===== src/rtl/tdm_pkg.sv =====
// Shared definitions for the TDM link: the sender (tdm_mux_sender) and the receiver
// (tdm_demux_receiver) both import this package.
package tdm_pkg;

    localparam int DEF_WIDTH     = 4;
    localparam int DEF_NUM_SLOTS = 4;

    typedef logic [1:0] slot_t;

    typedef enum logic {
        IDLE = 1'b0,
        RECV = 1'b1
    } state_t;

    localparam slot_t SLOT_FIRST = 2'd0;
    localparam slot_t SLOT_LAST  = 2'd3;

endpackage


===== src/rtl/tdm_slot_decoder.sv =====
// Turns a slot index plus a write strobe into a one-hot write enable.
// There is one enable bit per destination register, or per shadow register.
module tdm_slot_decoder
    import tdm_pkg::*;
#(
    parameter int NUM_SLOTS = DEF_NUM_SLOTS
) (
    input  slot_t                slot,
    input  logic                 wr_strobe,
    output logic [NUM_SLOTS-1:0] wr_en
);

    for (genvar gi = 0; gi < NUM_SLOTS; gi++) begin : g_dec
        assign wr_en[gi] = wr_strobe && (slot == slot_t'(gi));
    end

endmodule


===== src/rtl/tdm_demux_receiver.sv =====
// Receive end of the 4-slot TDM link: it tracks the slot position and demultiplexes beats onto y1..y4.
// Optional TDM_DOUBLE_BUFFER_EN stages beats in shadow registers and publishes whole frames only.
module tdm_demux_receiver
    import tdm_pkg::*;
#(
    parameter int WIDTH     = DEF_WIDTH,
    parameter int NUM_SLOTS = DEF_NUM_SLOTS
) (
    input  logic             clk,
    input  logic             reset,
    input  logic             enable,
    input  logic             in_valid,
    input  logic             in_sof,
    input  logic [WIDTH-1:0] in_data,
    output logic [WIDTH-1:0] y1,
    output logic [WIDTH-1:0] y2,
    output logic [WIDTH-1:0] y3,
    output logic [WIDTH-1:0] y4,
    output logic [1:0]       slot,
    output logic             frame_done,
    output logic             frame_err
);

    state_t state_q, state_d;
    slot_t  slot_q, slot_d;
    logic   done_q, done_d;
    logic   err_q, err_d;
    logic   beat;
    logic   wr_strobe;
    slot_t  wr_slot;
    logic [NUM_SLOTS-1:0] wr_en;

    assign beat = enable && in_valid;

    always_ff @(posedge clk) begin
        if (reset) begin
            state_q <= IDLE;
            slot_q  <= SLOT_FIRST;
            done_q  <= 1'b0;
            err_q   <= 1'b0;
        end else begin
            state_q <= state_d;
            slot_q  <= slot_d;
            done_q  <= done_d;
            err_q   <= err_d;
        end
    end

    always_comb begin
        state_d = state_q;
        slot_d  = slot_q;
        if (beat) begin
            if (in_sof) begin
                state_d = RECV;
                slot_d  = slot_t'(SLOT_FIRST + 2'd1);
            end else if (state_q == RECV) begin
                if (slot_q == SLOT_LAST) begin
                    state_d = IDLE;
                    slot_d  = SLOT_FIRST;
                end else begin
                    slot_d = slot_t'(slot_q + 2'd1);
                end
            end
        end
    end

    // An sof always lands on slot 0. If a frame was already open, that frame is abandoned.
    always_comb begin
        wr_strobe = 1'b0;
        wr_slot   = slot_q;
        done_d    = 1'b0;
        err_d     = 1'b0;
        if (beat) begin
            if (in_sof) begin
                wr_strobe = 1'b1;
                wr_slot   = SLOT_FIRST;
                err_d     = (state_q == RECV);
            end else if (state_q == RECV) begin
                wr_strobe = 1'b1;
                done_d    = (slot_q == SLOT_LAST);
            end else begin
                err_d = 1'b1;
            end
        end
    end

    tdm_slot_decoder #(
        .NUM_SLOTS (NUM_SLOTS)
    ) u_slot_decoder (
        .slot      (wr_slot),
        .wr_strobe (wr_strobe),
        .wr_en     (wr_en)
    );

    for (genvar gi = 0; gi < NUM_SLOTS; gi++) begin : g_dest
        logic [WIDTH-1:0] y_q, y_d;
`ifdef TDM_DOUBLE_BUFFER_EN
        logic [WIDTH-1:0] shadow_q, shadow_d;

        // Publish on the completing edge, using shadow_d so that slot-3 data from that same beat is included.
        always_comb begin
            shadow_d = wr_en[gi] ? in_data : shadow_q;
            y_d      = done_d ? shadow_d : y_q;
        end

        always_ff @(posedge clk) begin
            if (reset) begin
                shadow_q <= '0;
                y_q      <= '0;
            end else begin
                shadow_q <= shadow_d;
                y_q      <= y_d;
            end
        end
`else
        always_comb begin
            y_d = wr_en[gi] ? in_data : y_q;
        end

        always_ff @(posedge clk) begin
            if (reset) begin
                y_q <= '0;
            end else begin
                y_q <= y_d;
            end
        end
`endif
    end

    assign y1         = g_dest[0].y_q;
    assign y2         = g_dest[1].y_q;
    assign y3         = g_dest[2].y_q;
    assign y4         = g_dest[3].y_q;
    assign slot       = slot_q;
    assign frame_done = done_q;
    assign frame_err  = err_q;

endmodule


===== config.mk =====
export PLATFORM = sky130hd
export DESIGN_NAME = tdm_demux_receiver
export DESIGN_NICKNAME = d
export VERILOG_FILES = /design/src/rtl/tdm_pkg.sv /design/src/rtl/tdm_slot_decoder.sv /design/src/rtl/tdm_demux_receiver.sv
export SDC_FILE = /design/constraint.sdc
export NUM_CORES = 1
export LEC_CHECK = 0
export CAP_MARGIN = 20
export CORE_MARGIN = 5
export CORE_UTILIZATION = 25
export DETAILED_ROUTE_END_ITERATION = 8
export PLACE_DENSITY = 0.54
export SLEW_MARGIN = 5
export SYNTH_ARGS = -nofsm -noshare
export SYNTH_HDL_FRONTEND = slang
export SYNTH_HIERARCHICAL = 1
export SYNTH_SLANG_ARGS = --single-unit

===== constraint.sdc =====
create_clock -name clk -period 4.2 [get_ports clk]
set_input_delay 0.84 -clock clk [delete_from_list [all_inputs] [get_ports clk]]
set_output_delay 0.84 -clock clk [all_outputs]
set_load 0.02 [all_outputs]

==> flow_metrics.tcl <==
set metrics [dict create \
    grt_pass1_vias 676 \
    drive_gt1_share_pct 6.31 \
    core_sq_um 3340 \
    synth.avg_cell_area_sq_um 10.1 \
    clock_latency_ns 0.30 \
    drt_wl_total_microns 1960 \
    yosys_warnings 6 \
    syn-cell-area_sq_um 860 \
    critPathKind "primary input to register" \
    wire_per_inst_microns 12.5 \
    maxCapViolCount 0 \
    critPathMaxStageDelay_ns 0.53 \
    synth_area_leaders "dfxtp_1, mux2i_1, nor2_1, and3b_1, ha_1" \
    status "finished, final reports clean" \
    cts-hold-fix-buffers 0 \
    antenna_found_initial 0 \
    period_share_pct 58.7 \
    port-buffer-count 28 \
    start_util_pct 25.8 \
    final.setup.tns_ns 0 \
    fill_cells 349 \
    drt_first_pass_iters 4 \
    path_cells "clkdlybuf4s50_1 > inv_1 > ha_1 > and3b_1 > nor3b_2 > mux2i_1 > nor2_1" \
    grt_overflow 0 \
    dp_hpwl_microns 1460 \
    crit_path_end_kind "register" \
    root_buffer "clkbuf_4" \
    grt_max_degree 25 \
    fmax_mhz 406 \
    drt_iter0_drc 9 \
    syn_nets 96 \
    synth_top_area_share_pct 48.9 \
    min_from "state_q" \
    period_minus_slack_ns 2.46 \
    finalSetupViolCount 0 \
    postCtsSetupRepairBufs 0 \
    crit_slowest_cell "clkdlybuf4s50_1" \
    nets 123 \
    gp_congestion 0.686 \
    crit_start "in_sof" \
    rr_startpoint "state_q" \
    die_w_microns 68.6 \
    tritoncts "done" \
    htreeDepth 1 \
    cp.arrival_ns 2.64 \
    ioPinCount 29 \
    drc_errors 0 \
    startpoint_type "primary input" \
    synth_top_area_cell "dfxtp_1" \
    die_height_microns 68.6 \
    min_path_type "register to register" \
    antenna_left 0 \
    rsz0062_at_grt "false" \
    num_vias 657 \
    power.leakage_nw 0.429 \
    cts_buffer_depth 2 \
    powerDensity_nw_per_um2 282 \
    die-area_sq_um 4710 \
    via_per_inst 4.18 \
    relSlewSlack_pct 45.7 \
    cp_max_fo 6 \
    peakVddDrop_v 0.000115 \
    critPathRequiredTime_ns 4.37 \
    gr-usage-met3_pct 3.24 \
    hold_slack_ns 0.467 \
    grt_pass1_wl_microns 3190 \
    grt_util_all_layers_pct 9.21 \
    final_cell_mix "clkdlybuf4s50_1, dfxtp_1, mux2i_1, nor2_1" \
    grt-busiest-layer "met2" \
    rows 21 \
    grtUsageMet2_pct 14.7 \
    syn_to_final_growth_pct 39.2 \
    drv_slew 0 \
    finalHoldViolCount 0 \
    clk_pin_slew_worst_paths_ns 0.12 \
    finClkSkew_ns 0.00351 \
    syn_inst 85 \
    layout_commonest_cell "clkdlybuf4s50_1" \
    post_cts_resized 0 \
    grtUsageMet1_pct 11.2 \
    cts_made_buffers 3 \
    antenna_cells 0 \
    ys_seq_area_share_pct 48.9 \
    ys_ff_latch 21 \
    tightestPinTransition_ns 0.812 \
    netlist-cell-type-count 22 \
    cts.sinks 21 \
]
==> final timing paths <==
| path | to | slack, ns | cells past startpoint |
|---|---|---|---|
| hold / removal | frame_done | 0.47 | 2 |
| setup / recovery | y1[1] | 1.74 | 7 |
| setup reg to reg | y1[1] | 2.47 | 6 |
| hold reg to reg | frame_done | 0.47 | 2 |
==> metrics by stage <==
stage	util, %	cells	worst slack [ns]	power, W	area (sq um)
6_report	35.8	157	1.74	0.000338	1200
5_1_grt	35.8	157	1.60	0.000358	1200
4_1_cts	35.8	157	1.74	0.000346	1200
3_5_place_dp	35.0	153	1.40	0.000246	1170
3_3_place_gp	35.0	153	1.46	0.000246	1170
2_1_floorplan	-	85	2.19	0.000227	860
==> layer usage <==
layer | wire length [microns] | vias up
li1 | - | 341
met3 | 118 | 2
met4 | 19 | 0
met2 | 921 | 14
met1 | 904 | 300
met5 | 0 | -
==> report_power, final <==
part           switching (W)  total [W]  internal [W]
combinational      0.0000182  0.0000365     0.0000184
sequential        0.00000245   0.000205      0.000203
clock              0.0000608  0.0000962     0.0000355
total              0.0000814   0.000338      0.000256
==> cells in the mapped netlist <==
library cell,count
and3_2,1
clkbuf_2,4
nor3b_2,1
nor2_1,17
nand3_1,1
and4bb_2,1
and3b_1,3
mux2i_1,17
inv_1,2
and2_1,2
o2bb2ai_1,1
or3b_1,1
o22ai_1,1
dfxtp_1,21
buf_2,1
nor3_1,1
and3_1,1
nand2b_1,3
nand2_1,2
ha_1,2
nor4_1,1
clkbuf_1,1
==> worst max-delay path: cells and delay by family <==
| family | cells | cell delay [ns] |
|---|---|---|
| buf+inv | 2 | 0.59 |
| simple gates | 3 | 0.77 |
| mux | 1 | 0.24 |
| fa+ha+maj | 1 | 0.19 |
==> flip-flops by register name, summed over array words and instances (netlist names) <==
signal and count:
frame_err 1, frame_done 1, y4 4, y1 4, y3 4, y2 4
state_q 1, slot 2
==> cell type report <==
class	count	area [sq um]	area share, %
multi-input cells	56	403	33.7
well taps	46	57.6	4.81
inverters	2	7.51	0.628
clock buffers	3	22.5	1.88
clock inverters	1	5.00	0.418
flip-flops and latches	21	420	35.1
repair buffers	28	280	23.4
==> cells by family after synthesis <==
group / count (synthesis) / synth area share, %
AND/OR/NAND/NOR: 35 / 22.4
flip-flops: 21 / 48.9
multiplexers: 17 / 19.8
buffers and inverters: 8 / 4.22
AO/OA/AOI/OAI: 2 / 1.75
adder cells (fa/ha/maj): 2 / 2.91
Note: power is estimated with default switching activity, not from simulation.
==> edit 1 (config.mk and constraints unchanged) <==
Remove the register `err_q`: a continuous assignment takes its place, so the output `frame_err` follows one clock earlier.
--- a/src/rtl/tdm_demux_receiver.sv
+++ b/src/rtl/tdm_demux_receiver.sv
@@ -37,14 +37,14 @@
             state_q <= IDLE;
             slot_q  <= SLOT_FIRST;
             done_q  <= 1'b0;
-            err_q   <= 1'b0;
         end else begin
             state_q <= state_d;
             slot_q  <= slot_d;
             done_q  <= done_d;
-            err_q   <= err_d;
         end
     end
+
+    assign err_q = err_d;
 
     always_comb begin
         state_d = state_q;
Check against the original RTL: not equivalent (a bounded check fails within 4 cycles, from zero or initial values and one cycle with reset high).
==> edit 1 against the unedited design <==
  * Fmax is 24% lower
  * Cell area is 0.31% higher
  * Power increased by 14%
  * Sequential share of layout area shrank 1.8 points
  * Area after synthesis fell by 2.2%
  * Sequential cell count decreased by 1
  * Sequential power shrank 5%
  * Setup slack got worse by 0.80 ns
  * Wire length fell by 6.9%
  * Register-to-register slack worse by 0.08 ns
  * Cell count decreased by 0.64%
  * Critical path depth shrank 2
==> edit 1: results (changes against the unedited design) <==
| Metric | Value |
|---|---|
| Status | `finished, final reports clean` |
| Ys async rst share | `0 (unchanged)` |
| Slowest stage delay, CP | `0.60 ns (+0.07 ns)` |
| Leakage | `0.0004322 uW (+0.79%)` |
| Post-synthesis compound-gate area fraction | `0.01786 (+0.0003899)` |
| Hpwl dp | `1372 um (-6.1%)` |
| DRT Pass-1 Iters | `2 (-2)` |
| Post-synthesis cell count | `84 (-1.2%)` |
| Wire length of the first global-routing pass | `3174 um (-0.41%)` |
| Largest net degree at the start of global routing | `24 (-4.0%)` |
| Largest cells by area after synthesis | `dfxtp_1 (48%), mux2i_1 (20%), nor2_1 (8.0%), and3b_1 (3.1%), ha_1 (3.0%)` |
| Top post-synthesis cells by count | `dfxtp_1 (20), nor2_1 (18), mux2i_1 (17)` |
| Max Fanout on Critical Path | `5 (-1)` |
| CTS clk-pin slew, worst paths | `0.11 ns` |
| Routability cong. | `0.6897 (+0.48%)` |
| GRT Total Usage | `0.09094 (-0.001138)` |
| Htree depth | `1 (unchanged)` |
| Vias per cell | `4.212 (+0.64%)` |
| Root Buffer | `clkbuf_4` |
| CP max stage cell | `clkdlybuf4s50_1` |
| ANT cells | `0 (unchanged)` |
| Syn_nets | `95 (-1.0%)` |
| Vias in the first global route | `655 (-3.1%)` |
| Initial antenna violation count | `0 (unchanged)` |
| Hold Crit Class | `reg2reg` |
| Least-Margin Pin Slew | `0.7712 ns (-0.04065 ns)` |
| Top_reg_cell synth | `dfxtp_1` |
| Multiplexer share of the synthesized area | `0.2024 (+0.004419)` |
| Placed cells | `152 (-0.65%)` |
| Crit path DAT | `2.42 ns (-0.22 ns)` |
| CP top delay family | `buffers and inverters` |
| Final WL | `1829 um (-6.9%)` |
| Detailed Route Iter0 Violations | `28 (+19)` |
| Layout net count | `122 (-0.81%)` |
| # resized after CTS | `0 (unchanged)` |
| Yosys cell types | `22 (unchanged)` |
| Pre-CTS setup slack | `0.9221 ns (-0.4785 ns)` |
| Worst-Skew Late Latency | `0.29 ns` |
| Setup Skew | `0.004235 ns (+0.0007217 ns)` |
| Peak supply drop | `0.0001177 V (+2.5%)` |
| WL per Instance | `11.72 um (-6.3%)` |
| Sequential area share after synthesis | `0.4762 (-0.01289)` |
| # Post-CTS Setup Buffers | `0 (unchanged)` |
| Clock buffer depth | `2 (unchanged)` |
| Synth Area in Adders | `0.02976 (+0.0006498)` |
| Layout cell share with drive strength beyond 1 | `0.06364 (+0.0005733)` |
[edit 1: cell type report]
type / instances / area [um2]
Fill cell: 337 / 2085
Sequential cell: 20 / 400.4
Clock buffer: 3 / 22.52
Inverter: 2 / 7.507
Timing Repair Buffer: 28 / 280.3
Multi-Input combinational cell: 56 / 401.6
Clock inverter: 1 / 30.03
Tap cell: 46 / 57.56
[edit 1: path summary, 6_finish.rpt]
check	from	to	slack (ns)	cells after the start
min reg2reg	state_q	frame_done	0.49	2
min	state_q	frame_done	0.49	2
max reg2reg	state_q	y1[2]	2.39	6
max	in_sof	frame_err	0.94	5
[edit 1: per-stage QoR]
step | total power [uW] | instance area [um2]
floorplan | 217.6 | 840.8
global placement | 235.7 | 1147
detailed placement | 236.3 | 1147
CTS | 391.9 | 1200
global route | 403.4 | 1200
finish | 386.0 | 1200
[edit 1: worst register-to-register path: cells and delay by family, from the launching register on]
kind / cells / cell delay [ns]
buffers and inverters: 1 / 0.05
adder cells (fa/ha/maj): 1 / 0.18
flip-flops: 1 / 0.38
AND/OR/NAND/NOR: 3 / 0.83
multiplexers: 1 / 0.24
[edit 1: power by group]
| group | internal (uW) | switching [uW] | total [uW] | leakage [uW] |
|---|---|---|---|---|
| Clock | 96.4 | 58.1 | 154 | 0.0000279 |
| Combinational | 18.7 | 17.8 | 36.5 | 0.000243 |
| Sequential | 193 | 2.35 | 195 | 0.000162 |
| Total | 308 | 78.2 | 386 | 0.000432 |
[edit 1: per-layer routing]
metal	part of all wire	track usage	up-vias
met4	0.015	0.04467	0
met2	0.50	0.1492	10
met5	0	0	-
met1	0.45	0.1138	312
li1	-	-	333
met3	0.039	0.01642	2
==> edit 2 (same settings) <==
Without the edit above. Add a define of `TDM_DOUBLE_BUFFER_EN`.
--- a/src/rtl/tdm_demux_receiver.sv
+++ b/src/rtl/tdm_demux_receiver.sv
@@ -1,5 +1,7 @@
 // Receive end of the 4-slot TDM link: it tracks the slot position and demultiplexes beats onto y1..y4.
 // Optional TDM_DOUBLE_BUFFER_EN stages beats in shadow registers and publishes whole frames only.
+`define TDM_DOUBLE_BUFFER_EN
+
 module tdm_demux_receiver
     import tdm_pkg::*;
 #(
Formal check against the unedited RTL: not equivalent (a bounded check fails within 4 cycles, from zero or initial values and one cycle with reset high).
==> edit 2 against the unedited design <==
  * First-iteration DRC count up 140%
  * Largest power group unchanged
  * Sequential cell count up 16
  * Die area up 63%
  * Setup slack worse by 0.28 ns
  * Wire length up 50%
  * Power up 84%
  * Cell area up 60%
  * Area after synthesis up 76%
==> edit 2: results (changes against the unedited design) <==
| Metric | Value |
|---|---|
| Status | `finished, final reports clean` |
| Layout Cells excl Fill | `240 (+53%)` |
| Setup Skew | `0.002716 ns (-0.0007975 ns)` |
| Sequential area share after synthesis | `0.4905 (+0.001389)` |
| Largest cells by area after synthesis | `dfxtp_1 (49%), mux2i_1 (11%), mux2_4 (8.9%), nor2b_1 (6.6%), mux2_2 (5.2%)` |
| Leakage | `0.0007510 uW (+75%)` |
| M2 GR Usage | `0.1247 (-0.02195)` |
| DRT Pass-1 Iters | `4 (unchanged)` |
| Vias in the first global route | `973 (+44%)` |
| Yosys cell types | `24 (+9.1%)` |
| Layout net count | `175 (+42%)` |
| # Post-CTS Setup Buffers | `0 (unchanged)` |
| Max reg flops | `16` |
| Wire length of the first global-routing pass | `4740 um (+49%)` |
| Final WL | `2941 um (+50%)` |
| Max Fanout on Critical Path | `4 (-2)` |
| Crit path from | `in_sof` |
| Synth Area in Adders | `0.01657 (-0.01254)` |
| Hpwl dp | `1947 um (+33%)` |
| CTS clk-pin slew, worst paths | `0.07 ns (-0.05 ns)` |
| ANT cells | `0 (unchanged)` |
| XOR/XNOR Fraction of Synth Area | `0 (unchanged)` |
| Ys async rst share | `0 (unchanged)` |
| Port buffer count | `28 (unchanged)` |
| GRT Total Usage | `0.08487 (-0.007208)` |
| Worst r2r src | `state_q` |
| Htree depth | `2 (+1)` |
| Root Buffer | `clkbuf_8` |
| Syn_nets | `149 (+55%)` |
| M1 GR Usage | `0.1043 (-0.008042)` |
| Peak supply drop | `0.0001269 V (+11%)` |
| Via count | `976 (+49%)` |
| Yosys warns | `6 (unchanged)` |
| Placed cells | `232 (+52%)` |
| Worst-Skew Late Latency | `0.28 ns (-0.02 ns)` |
| Hold Crit Class | `reg2reg` |
| Register with the most flip-flops | `g_dest.shadow_q` |
| Top post-synthesis cells by count | `dfxtp_1 (37), nor2_1 (18), mux2i_1 (17), nor2b_1 (16), mux2_4 (9)` |
| Clock buffer depth | `2 (unchanged)` |
| Hold path startpoint | `state_q` |
| Post-synthesis compound-gate area fraction | `0.01160 (-0.005868)` |
| Detailed Route Iter0 Violations | `22 (+13)` |
| Multiplexer share of the synthesized area | `0.2543 (+0.05639)` |
| Least-Margin Pin Slew | `0.9883 ns (+0.1764 ns)` |
| Layout cell share with drive strength beyond 1 | `0.1455 (+0.08239)` |
| # resized after CTS | `0 (unchanged)` |
| Initial antenna violation count | `0 (unchanged)` |
| Mapped Avg Cell Area | `10.94 um2 (+8.2%)` |
| Crit path DAT | `2.92 ns (+0.28 ns)` |
| Routability cong. | `0.6987 (+1.8%)` |
| Grt met3 use | `0.02822 (-0.004193)` |
| CTS buffer count | `5 (+2)` |
| Top_reg_cell synth | `dfxtp_1` |
| Largest net degree at the start of global routing | `38 (+52%)` |
edit 2: changes by cell type after synthesis, sizes merged, moves of 2 or more:
| cell | delta |
|---|---|
| a21oi | +2 |
| nand3b | +2 |
| buf | +4 |
| nand2b | -3 |
| nor2b | +16 |
| dfxtp | +16 |
| mux2 | +16 |
| nand2 | +2 |
edit 2: logic make-up (layout without fill, tap and decap cells):
| family | count (synthesis) | in the layout |
|---|---|---|
| buffers and inverters | 13 | 40 |
| DFF | 37 | 37 |
| AOI/OAI and AO/OA | 3 | 3 |
| and+or+nand+nor | 50 | 50 |
| adders and majority gates | 2 | 2 |
| muxes | 33 | 33 |
edit 2: routing by layer:
metal,up-vias,share of wire
met2,21,0.42
met1,446,0.50
met3,7,0.053
li1,502,-
met5,-,0
met4,0,0.026
edit 2: stage by stage:
step	utilization	total power [uW]	instance area (um2)	setup slack (ns)
5_1_grt	0.3244	650.3	1909	1.266
2_1_floorplan	-	380.2	1510	1.839
4_1_cts	0.3244	634.2	1909	1.456
3_5_place_dp	0.3108	396.4	1829	1.154
3_3_place_gp	0.3108	396.5	1829	1.185
6_report	0.3244	622.7	1909	1.452
edit 2: power by group:
group          internal (uW)  total, uW  switching (uW)
combinational           14.8       32.3            17.4
clock                    118        235             117
sequential               354        356            1.67
edit 2: path summary, 6_finish.rpt:
path / to / slack [ns] / depth (start not counted)
max: y1[2] / 1.45 / 9
min: state_q / 0.48 / 2
max reg2reg: y1[2] / 2.22 / 8
min reg2reg: state_q / 0.48 / 2
edit 2: worst max-delay path, stage by stage:
cell and delay [ns]:
clkdlybuf4s50_1 0.52, inv_1 0.08, ha_1 0.18, nand3b_1 0.21, inv_1 0.13, nor3b_2 0.40
mux2i_1 0.24, nor2_1 0.07, mux2_2 0.27
edit 2: area by class of cell:
| cell class | count | area (um2) |
|---|---|---|
| Inverter | 3 | 11.26 |
| Fill cell | 647 | 3976 |
| Multi-Input combinational cell | 88 | 695.7 |
| Tap cell | 75 | 93.84 |
| Clock buffer | 8 | 80.08 |
| Timing Repair Buffer | 29 | 287.8 |
| Sequential cell | 37 | 740.7 |
